==> config.mk <==
export PLATFORM = sky130hd
export DESIGN_NAME = clock_divider_mc
export DESIGN_NICKNAME = d
export VERILOG_FILES = /design/src/rtl/clock_divider_mc.sv
export SDC_FILE = /design/constraint.sdc
export NUM_CORES = 1
export LEC_CHECK = 0
export CORE_ASPECT_RATIO = 0.6
export CORE_UTILIZATION = 51
export CTS_CLUSTER_DIAMETER = 100
export CTS_CLUSTER_SIZE = 10
export DETAILED_ROUTE_END_ITERATION = 16
export PLACE_DENSITY_LB_ADDON = 0.15
export SLEW_MARGIN = 5
export SYNTH_ARGS = -nofsm -noshare
export SYNTH_HDL_FRONTEND = slang
export SYNTH_SLANG_ARGS = --single-unit
==> constraint.sdc <==
create_clock -name clk -period 2.2 [get_ports clk]
set_input_delay 0.33 -clock clk [delete_from_list [all_inputs] [get_ports clk]]
set_output_delay 0.33 -clock clk [all_outputs]
set_load 0.05 [all_outputs]
==> src/rtl/clock_divider_mc.sv <==
// Multi-channel integer clock divider with shadowed, period-aligned register updates.
// Each channel emits a one-cycle tick and a pulse or ~50% square clock.
module clock_divider_mc #(
   parameter int unsigned NUM_CH = 2,
   parameter int unsigned DIV_W  = 8
) (
   input  logic                      clk,
   input  logic                      rst_n,
   input  logic [NUM_CH-1:0]         wr_en,
   input  logic [DIV_W-1:0]          div_in,
   input  logic                      mode_in,
   input  logic                      sync,
   output logic [NUM_CH-1:0]         tick_out,
   output logic [NUM_CH-1:0]         clk_out,
   output logic [NUM_CH-1:0]         pending,
   output logic [NUM_CH*DIV_W-1:0]   div_reg
);

   localparam int unsigned HW = DIV_W + 1;

   logic [DIV_W-1:0] div_a [NUM_CH];
   logic [DIV_W-1:0] div_s [NUM_CH];
   logic [DIV_W-1:0] cnt   [NUM_CH];
   logic [NUM_CH-1:0] mode_a;
   logic [NUM_CH-1:0] mode_s;
   logic [NUM_CH-1:0] pend;

   logic [NUM_CH-1:0] term;
   logic [NUM_CH-1:0] apply;
   logic [NUM_CH-1:0] sq_high;
   logic [HW-1:0]     half [NUM_CH];

   // Period end, apply strobe and square-wave high window (ceil(N/2) cycles).
   always_comb begin
      term    = '0;
      apply   = '0;
      sq_high = '0;
      for (int c = 0; c < NUM_CH; c++) begin
         half[c]    = ({1'b0, div_a[c]} + HW'(2)) >> 1;
         term[c]    = (cnt[c] == div_a[c]);
         apply[c]   = term[c] | sync;
         sq_high[c] = ({1'b0, cnt[c]} < half[c]);
      end
   end

   always_ff @(posedge clk) begin
      if (!rst_n) begin
         for (int c = 0; c < NUM_CH; c++) begin
            div_a[c] <= '0;
            div_s[c] <= '0;
            cnt[c]   <= '0;
         end
         mode_a   <= '0;
         mode_s   <= '0;
         pend     <= '0;
         tick_out <= '0;
         clk_out  <= '0;
      end else begin
         for (int c = 0; c < NUM_CH; c++) begin
            if (apply[c]) cnt[c] <= '0;
            else          cnt[c] <= cnt[c] + DIV_W'(1);

            // A write landing on the apply cycle bypasses the shadow entirely.
            if (apply[c]) begin
               if (wr_en[c]) begin
                  div_a[c]  <= div_in;
                  mode_a[c] <= mode_in;
                  pend[c]   <= 1'b0;
               end else if (pend[c]) begin
                  div_a[c]  <= div_s[c];
                  mode_a[c] <= mode_s[c];
                  pend[c]   <= 1'b0;
               end
            end else if (wr_en[c]) begin
               div_s[c]  <= div_in;
               mode_s[c] <= mode_in;
               pend[c]   <= 1'b1;
            end

            tick_out[c] <= term[c] & ~sync;
            if (mode_a[c]) clk_out[c] <= sync | sq_high[c];
            else           clk_out[c] <= term[c] & ~sync;
         end
      end
   end

   always_comb begin
      pending = pend;
      div_reg = '0;
      for (int c = 0; c < NUM_CH; c++) begin
         div_reg[c*DIV_W +: DIV_W] = div_a[c];
      end
   end

endmodule

==> out/results.ini, run 1 <==
[setup_path]
r2r_end = div_a[1][0]$_DFFE_PP_
rr_worst_depth = 8
cp.required_ps = 2380
regToRegStartpoint = cnt[0][7]$_SDFFCE_PN0P_
cp.arrival_ps = 2320
crit_fanout = 16
reg2reg_slack_ps = 60
crit_path_start = cnt[0][7]$_SDFFCE_PN0P_
worstSetupPathType = reg2reg
startpoint_type = flip-flop
crit_path_end_kind = flip-flop

[global_routing]
antenna_found_initial = 0
grt_overflow_total = 0
grt_pass1_wl_um = 12900
grt_usage_pct = 26.0
grt_pass1_vias = 2431
grt_max_degree = 17

[detailed_routing]
drc_errors = 0
ant_nets = 0
drt-vias-per-instance = 5.42
drt-initial-drc-count = 176
route.vias.total = 2598
wl_um = 8060
dr.pass1.iters = 5
post_drt_wl_per_cell_um = 16.8

[timing]
period_share_pct = 97.1
fin_setup_tns_ps = 0
grt_setup_unrepaired = yes
worst_slew_pin_slew_ps = 505
hold_viol = 0
fin_worst_skew_ps = 3.72
setup_viol = 0
fmax_mhz = 468
slew_headroom_pct = 66.2
maxSlewViolCount = 0
min_period_ps = 2140

[power_and_ir_drop]
irDropWorstVdd_mv = 0.463
leakagePower_uw = 0.00173
p_comb_share_pct = 19.5
seq_power_share_pct = 42.3
power.internal_uw = 2280
p_sw_uw = 877
power.total_uw = 3160
clockPowerShare_pct = 38.2
p_per_area_nw_per_um2 = 717
swShare_pct = 27.7

[place]
post-place-cells = 460
place_hpwl_um = 6100
port_buffers = 35
gp_routability_congestion = 0.844

[hold_path]
hold-path-cell-count = 2
worstHoldEndpoint = mode_a[0]$_SDFFE_PN0P_
min_from = mode_a[0]$_SDFFE_PN0P_
hold_path.class = reg2reg

[clock_network]
ctsRootBufferMaster = clkbuf_8
cts_buffers = 9
clock_path_buffers = 2
clk_pin_slew_ps = 70
cts_hold_buf = 0
cts_tree = yes
cts_sinks = 58
htree_levels = 3
worstSkewPairLatency_ps = 340

[logic_synthesis]
synth_edf_count = 48
synth_area_per_cell_um2 = 11.2
netlist_instances = 292
ys_seq_area_share_pct = 50.3
ys_ff_latch = 58
yosys.cell_types.count = 42
synth_ff_type = edfxtp_1
yosysWarnings = 0
netlist_area_um2 = 3260
async_flop_share_pct = 0

[floorplanning]
die_w_um = 105
dieArea_um2 = 6730
initial_core_util_pct = 53.1
die_h_um = 63.9
io_pins = 36
core_um2 = 6140
rows = 22

[flow_run]
maxCapViolations = 0

[cells_and_area]
drive_above_1_share_pct = 22.0
final_cell_mix = edfxtp_1, buf_4, clkdlybuf4s50_1, xor2_1
stdcell_count = 479
syn_to_final_growth_pct = 35.2
mostFrequentLayoutCell = edfxtp_1
fin_nets = 422
antenna-diode-count = 0

[outcome]
status = completed

[worst max path at each step]
stage	endpoint	cells past startpoint
2_1_floorplan	clk_out[0]$_SDFF_PN0_	9
3_3_place_gp	clk_out[0]$_SDFF_PN0_	9
3_5_place_dp	clk_out[0]$_SDFF_PN0_	9
4_1_cts	clk_out[0]$_SDFF_PN0_	9
5_1_grt	clk_out[1]$_SDFF_PN0_	9
6_report	div_a[1][0]$_DFFE_PP_	8
[cells by family after synthesis]
kind of cell             count (synthesis)  share of synthesized area [%]
AND/OR/NAND/NOR                         96                           16.1
other                                    1                          0.115
flip-flops                              58                           50.3
buffers and inverters                   15                           2.61
AO/OA/AOI/OAI                           64                           13.2
XOR/XNOR                                38                           10.2
multiplexers                             2                          0.614
adder cells (fa/ha/maj)                 18                           6.90
[power by group through the flow]
stage	sequential [µW]	combinational [µW]	clock, µW
after CTS	1330	593	1220
after global routing	1340	664	1270
after global placement	1350	577	0
final	1340	616	1210
after floorplan	1460	239	0
after detailed placement	1360	585	0
[timing repair]
action,4_1_cts,5_1_grt
hold endpoints to repair,0,0
gates cloned,0,0
setup endpoints to repair,1,26
buffers inserted,1,2
pin swaps,0,4
gates resized for setup,0,9
[state kept, by name, indices dropped and copies added, names as in the netlist]
name / flops
clk_out: 2
cnt: 16
div_a: 16
div_s: 16
mode_a: 2
mode_s: 2
pending: 2
tick_out: 2
[routing by layer]
| layer | up-vias | part of all wire [%] | routed length [µm] | global-route usage (%) |
|---|---|---|---|---|
| li1 | 1258 | - | - | - |
| met1 | 1250 | 53 | 4290 | 41.2 |
| met2 | 85 | 39 | 3160 | 33.9 |
| met3 | 5 | 6.8 | 549 | 6.12 |
| met4 | 0 | 0.71 | 57 | 8.45 |
| met5 | - | 0 | 0 | 0 |
[metrics by stage]
stage	worst slack (ps)	area, µm²	hold slack (ps)	util [%]
final	63.1	4410	513	71.8
after global routing	-10.9	4410	550	71.8
after global placement	89.6	4090	486	66.7
after floorplan	-293	3360	465	-
after detailed placement	15.4	4090	497	66.7
after CTS	3.22	4340	507	70.7
[final cells by class]
type / count / area [µm²]
Sequential cell: 58 / 1640
Tap cell: 84 / 105
Clock inverter: 7 / 118
Fill cell: 450 / 1730
Clock buffer: 9 / 124
Multi-Input combinational cell: 234 / 1690
Timing Repair Buffer: 81 / 708
Inverter: 6 / 22.5
[critical path, cell delays in order, from the launching register on]
cell and delay (ps):
edfxtp_1 470, xor2_1 210, nor4_2 380, buf_4 180, a21o_1 190, buf_4 140
a32oi_4 50, buf_12 170, o2bb2ai_1 190
[synth_stat cells (all sizes together) (6+ instances only)]
| cell type | n | share of area (%) |
|---|---|---|
| a21oi | 12 | 2.0 |
| and2 | 10 | 1.9 |
| and3 | 11 | 2.2 |
| buf | 7 | 1.6 |
| dfxtp | 10 | 6.1 |
| edfxtp | 48 | 44 |
| ha | 18 | 6.9 |
| inv | 6 | 0.69 |
| nand3 | 27 | 4.1 |
| nor2 | 26 | 3.1 |
| o21ai | 26 | 4.0 |
| o2bb2ai | 8 | 2.1 |
| xnor2 | 7 | 1.9 |
| xor2 | 31 | 8.3 |
No activity file was read; power rests on OpenSTA's default activity.
==> run 2, diff against run 1 <==
- CORE_ASPECT_RATIO: 0.6 -> 0.75
==> out/results.ini, run 2 (synthesis results as in run 1) <==
[timing]
grt_setup_unrepaired = yes
maxSlewViolCount = 0  ; unchanged
fmax_mhz = 474  ; +1.4%
slew_headroom_pct = 51.6  ; -15 points
period_share_pct = 95.8  ; -1.3 points
fin_setup_tns_ps = 0  ; unchanged
fin_worst_skew_ps = 6.24  ; +2.52 ps
min_period_ps = 2110  ; -29.4 ps
worst_slew_pin_slew_ps = 721  ; +216 ps
setup_viol = 0  ; unchanged
hold_viol = 0  ; unchanged

[power_and_ir_drop]
power.total_uw = 3020  ; -4.5%
p_comb_share_pct = 19.5  ; about the same
swShare_pct = 28.7  ; +0.97 points
seq_power_share_pct = 44.2  ; +1.9 points
leakagePower_uw = 0.00166  ; -4.1%
irDropWorstVdd_mv = 0.502  ; +8.5%
p_per_area_nw_per_um2 = 707  ; -1.4%
clockPowerShare_pct = 36.3  ; -1.9 points
p_sw_uw = 867  ; -1.1%
power.internal_uw = 2150  ; -5.8%

[cells_and_area]
syn_to_final_growth_pct = 31.0
antenna-diode-count = 0  ; unchanged
fillers = 428  ; -4.9%
fin_nets = 412  ; -2.4%
mostFrequentLayoutCell = edfxtp_1
final_cell_mix = edfxtp_1, buf_4, clkdlybuf4s50_1, xor2_1, nand3_1
seq_area_um2 = 1640  ; unchanged
drive_above_1_share_pct = 19.7  ; -2.3 points
multi_input_area_um2 = 1670  ; -1.2%
reg.largest.list = cnt (16), div_a (16), div_s (16)
stdcell_count = 463  ; -3.3%

[global_routing]
grt_pass1_vias = 2483  ; +2.1%
grt_overflow_total = 0  ; unchanged
antenna_found_initial = 0  ; unchanged
grt_usage_pct = 25.7  ; -0.23 points
grt_max_degree = 17  ; unchanged
grt_pass1_wl_um = 12600  ; -2.2%

[clock_network]
cts_buffers = 9  ; unchanged
ctsRootBufferMaster = clkbuf_8
clock_path_buffers = 2  ; unchanged
cts_hold_buf = 0  ; unchanged
cts_sinks = 58  ; unchanged
clk_pin_slew_ps = 70  ; about the same
worstSkewPairLatency_ps = 340  ; about the same
htree_levels = 3  ; unchanged
cts_tree = yes

[hold_path]
hold_path.class = reg2reg

[setup_path]
crit_path_end_kind = primary output
max_stage_delay_ps = 790  ; +320 ps
rr_worst_depth = 8  ; unchanged
worstSetupPathType = reg2out
reg2reg_slack_ps = 110  ; +50 ps
cp.required_ps = 1870  ; -510 ps
cpMaxStageDelayCell = clkdlybuf4s50_1
worstPathCellList = buf_4 > clkdlybuf4s50_1
cp.arrival_ps = 1780  ; -540 ps
cp_num_cells = 2  ; -6
startpoint_type = flip-flop
r2r_end = clk_out[1]$_SDFF_PN0_
cpLargestDelayFamily = buffers and inverters
crit_fanout = 5  ; -11
crit_buf_inv = 2  ; -1
regToRegStartpoint = div_a[1][3]$_DFFE_PP_
crit_path_end = div_reg[3]
crit_path_start = div_a[0][3]$_SDFFCE_PP0P_

[detailed_routing]
post_drt_wl_per_cell_um = 16.8  ; about the same
drt-initial-drc-count = 154  ; -13%
wl_um = 7790  ; -3.3%
dr.pass1.iters = 4  ; -1
drt-vias-per-instance = 5.54  ; +2.2%
route.vias.total = 2566  ; -1.2%
ant_nets = 0  ; unchanged
drc_errors = 0  ; unchanged

[place]
place_hpwl_um = 5990  ; -1.8%
port_buffers = 35  ; unchanged
gp_routability_congestion = 0.831  ; -1.5%
post-place-cells = 444  ; -3.5%

[floorplanning]
io_pins = 36  ; unchanged
initial_core_util_pct = 54.6  ; +1.4 points
die_h_um = 71.3  ; +11%
die_w_um = 94.3  ; -10%
rows = 24  ; +9.1%
core_um2 = 5980  ; -2.6%
dieArea_um2 = 6720  ; -0.10%

[flow_run]
maxCapViolations = 0  ; unchanged

[outcome]
status = completed

## run 2: cell count changes in the layout (fill, tap and decap cells not counted), sizes merged
cell,change
buf,-10
bufinv,-1
clkbuf,+1
clkinv,-1
clkinvlp,+1
## run 2: per-stage QoR
stage	hold WS (ps)	area (µm²)	utilization [%]	worst slack, ps
final	515	4270	71.5	92.5
after global routing	551	4270	71.5	-52.5
after CTS	507	4220	70.7	24.2
after detailed placement	502	4000	66.9	52.1
after global placement	485	4000	66.9	81.3
after floorplan	465	3360	-	-293
## run 2: metal layers
metal / global-route usage [%] / up-vias / share of wire [%]
li1: - / 1243 / -
met1: 37.5 / 1225 / 48
met2: 38.1 / 84 / 44
met3: 5.20 / 14 / 6.7
met4: 9.74 / 0 / 1.4
met5: 0 / - / 0
## run 2: repair_timing
| item | 4_1_cts | 5_1_grt |
|---|---|---|
| resized for setup | 0 | 6 |
| endpoints found under the setup margin | 1 | 18 |
| buffers inserted | 1 | 2 |
| pin swaps | 0 | 4 |
## run 2: worst min-delay path by stage
stage	startpoint	end	slack (ps)	cells past startpoint
final	mode_a[1]$_SDFFE_PN0P_	mode_a[1]$_SDFFE_PN0P_	510	2
after global routing	div_s[0][14]$_DFFE_PP_	div_a[1][6]$_DFFE_PP_	550	1
after CTS	mode_a[1]$_SDFFE_PN0P_	mode_a[1]$_SDFFE_PN0P_	510	2
after detailed placement	mode_a[1]$_SDFFE_PN0P_	mode_a[1]$_SDFFE_PN0P_	500	2
after global placement	mode_a[1]$_SDFFE_PN0P_	mode_a[1]$_SDFFE_PN0P_	480	2
after floorplan	mode_a[0]$_SDFFE_PN0P_	mode_a[0]$_SDFFE_PN0P_	470	2
## run 2: worst register-to-register path, cell delays in order, from the launching register on
cell	delay, ps
edfxtp_1	450
and3_4	220
and3_4	180
xnor2_1	120
ha_1	310
nand4_1	110
a211oi_2	260
nor4b_2	80
o31a_1	240
## run 2: area by class of cell
class / count / share of cell area (%)
clock buffers: 10 / 2.99
flip-flops and latches: 58 / 38.4
multi-input cells: 234 / 39.1
clock inverters: 6 / 2.14
inverters: 6 / 0.527
repair buffers: 71 / 14.5
well taps: 78 / 2.28
## run 2: power groups by stage
stage / logic [µW] / clock network (µW) / registers [µW]
2_1_floorplan: 239 / 0 / 1460
3_3_place_gp: 546 / 0 / 1360
3_5_place_dp: 560 / 0 / 1360
4_1_cts: 569 / 1110 / 1330
5_1_grt: 633 / 1150 / 1340
6_report: 589 / 1100 / 1330
==> run 3, diff against run 2 <==
- CORE_UTILIZATION: 51 -> 55
- DONT_BUFFER_PORTS: not set -> 1
==> out/results.ini, run 3 (synthesis results as in run 1) <==
[outcome]
status = complete, but fails checks
failed_checks = setup timing

[setup_path]
startpoint_type = flip-flop
worstSetupPathType = reg2reg
reg2reg_slack_ps = -6  ; -120 ps
worstPathCellList = nand3_1 > or2_4 > xor2_2 > ha_1 > nand4_1 > a211oi_2 > nor4b_2 > o31a_1
r2r_end = clk_out[0]$_SDFF_PN0_
cp.arrival_ps = 2440  ; +660 ps
crit_fanout = 4  ; -1
max_stage_delay_ps = 440  ; -350 ps
crit_path_start = div_a[0][5]$_SDFFCE_PP0P_
regToRegStartpoint = div_a[0][5]$_SDFFCE_PP0P_
cpMaxStageDelayCell = edfxtp_1
rr_worst_depth = 8  ; unchanged
crit_path_end_kind = flip-flop
cp.required_ps = 2440  ; +570 ps

[cells_and_area]
reg.largest.list = cnt (16), div_a (16), div_s (16)
final_cell_mix = edfxtp_1, buf_4, xor2_1, nand3_1, nor2_1
fillers = 407  ; -4.9%
antenna-diode-count = 0  ; unchanged
stdcell_count = 433  ; -6.5%
syn_to_final_growth_pct = 21.2
drive_above_1_share_pct = 23.7  ; +4.0 points
final_util_pct = 71.5  ; about the same
fin_nets = 385  ; -6.6%
mostFrequentLayoutCell = edfxtp_1

[global_routing]
grt_pass1_vias = 2280  ; -8.2%
antenna_found_initial = 0  ; unchanged
grt_usage_pct = 25.5  ; -0.22 points
grt_max_degree = 18  ; +1
grt_overflow_total = 0  ; unchanged
grt_pass1_wl_um = 11600  ; -8.4%

[clock_network]
clk_pin_slew_ps = 60  ; about the same
cts_hold_buf = 0  ; unchanged
htree_levels = 3  ; unchanged
clock_path_buffers = 2  ; unchanged
cts_sinks = 58  ; unchanged
worstSkewPairLatency_ps = 350  ; about the same
cts_tree = yes
ctsRootBufferMaster = clkbuf_8
cts_buffers = 9  ; unchanged

[power_and_ir_drop]
leakagePower_uw = 0.00156  ; -6.1%
p_per_area_nw_per_um2 = 682  ; -3.5%
irDropWorstVdd_mv = 0.522  ; +4.1%
power.total_uw = 2690  ; -11%

[flow_run]
maxCapViolations = 0  ; unchanged

[detailed_routing]
drt-initial-drc-count = 162  ; +5.2%
drc_errors = 0  ; unchanged
dr.pass1.iters = 4  ; unchanged
post_drt_wl_per_cell_um = 17.4  ; +3.2%
route.vias.total = 2398  ; -6.5%
ant_nets = 0  ; unchanged
wl_um = 7520  ; -3.5%
drt-vias-per-instance = 5.54  ; about the same

[floorplanning]
io_pins = 36  ; unchanged
die_w_um = 90.9  ; -3.6%
initial_core_util_pct = 59.0  ; +4.4 points
core_um2 = 5530  ; -7.5%
die_h_um = 68.7  ; -3.6%
dieArea_um2 = 6250  ; -7.1%
rows = 23  ; -4.2%

[hold_path]
min_from = rst_n
worstHoldEndpoint = mode_s[1]$_SDFFE_PN0P_
hold_path.class = in2reg
hold-path-cell-count = 1  ; -1

[place]
place_ws_ps = 23.3  ; -28.8 ps
post-place-cells = 415  ; -6.5%
gp_routability_congestion = 0.835  ; +0.55%
place_hpwl_um = 5630  ; -5.9%
port_buffers = 0  ; -100%

[timing]
fmax_mhz = 453  ; -4.5%
worst_slew_pin_slew_ps = 792  ; +71.3 ps
hold_viol = 0  ; unchanged
slew_headroom_pct = 46.8  ; -4.8 points
layout_setup_ws_ps = -6.02  ; -98.5 ps
period_share_pct = 100  ; +4.5 points
min_period_ps = 2210  ; +98.5 ps
fin_worst_skew_ps = 7.41  ; +1.18 ps
setup_viol = 1  ; +1
maxSlewViolCount = 0  ; unchanged
grt_setup_unrepaired = yes

## run 3: cell types whose count changed in the layout (fill, tap and decap cells not counted), moves of 2 or more
cell	delta
a21oi_2	+2
buf_4	+6
bufinv_16	-2
clkdlybuf4s50_1	-35
clkinv_2	+3
nor2_1	-2
nor2_2	+2
## run 3: routing by layer
layer  routed length (µm)  track usage (%)  vias up
li1                     -                -     1190
met1                 3640             34.2     1141
met2                 3360             39.5       57
met3                  417             7.35       10
met4                  104             10.9        0
met5                    0                0        -
## run 3: timing repair
item	in CTS	in global routing
setup endpoints to repair	0	45
buffers inserted	0	2
resized for setup	0	11
endpoints found under the hold margin	0	0
## run 3: worst max-delay path by stage
stage | to | slack [ps]
2_1_floorplan | clk_out[0]$_SDFF_PN0_ | -290
3_3_place_gp | clk_out[0]$_SDFF_PN0_ | 60
3_5_place_dp | clk_out[0]$_SDFF_PN0_ | 20
4_1_cts | clk_out[0]$_SDFF_PN0_ | 2
5_1_grt | clk_out[0]$_SDFF_PN0_ | -120
6_report | clk_out[0]$_SDFF_PN0_ | -6
## run 3: report_power, final
group | internal [µW] | leakage (µW) | switching, µW
clock | 397 | 0.0000795 | 432
sequential | 1270 | 0.000587 | 65.7
combinational | 201 | 0.000889 | 324
total | 1870 | 0.00156 | 822
## run 3: cell type report
class	instances	area [µm²]	area share (%)
Clock buffer	10	128	3.23
Clock inverter	6	33.8	0.855
Inverter	6	22.5	0.570
Multi-Input combinational cell	234	1690	42.7
Sequential cell	58	1640	41.5
Tap cell	75	93.8	2.37
Timing Repair Buffer	44	347	8.77
## run 3: worst max-delay path, delay by kind of cell (launching register included)
| family | cells | cell delay (ps) |
|---|---|---|
| AOI/OAI and AO/OA | 2 | 540 |
| and+or+nand+nor | 4 | 640 |
| DFF | 1 | 440 |
| xor gates and xnor gates | 1 | 150 |
| adders and majority gates | 1 | 320 |
## run 3: per-stage QoR
step / setup TNS (ps) / area [µm²] / hold WS (ps)
2_1_floorplan: -390 / 3360 / 465
5_1_grt: -578 / 3950 / 93.9
4_1_cts: 0 / 3880 / 93.6
3_3_place_gp: 0 / 3720 / 452
6_report: -6.02 / 3950 / 99.1
3_5_place_dp: 0 / 3720 / 456
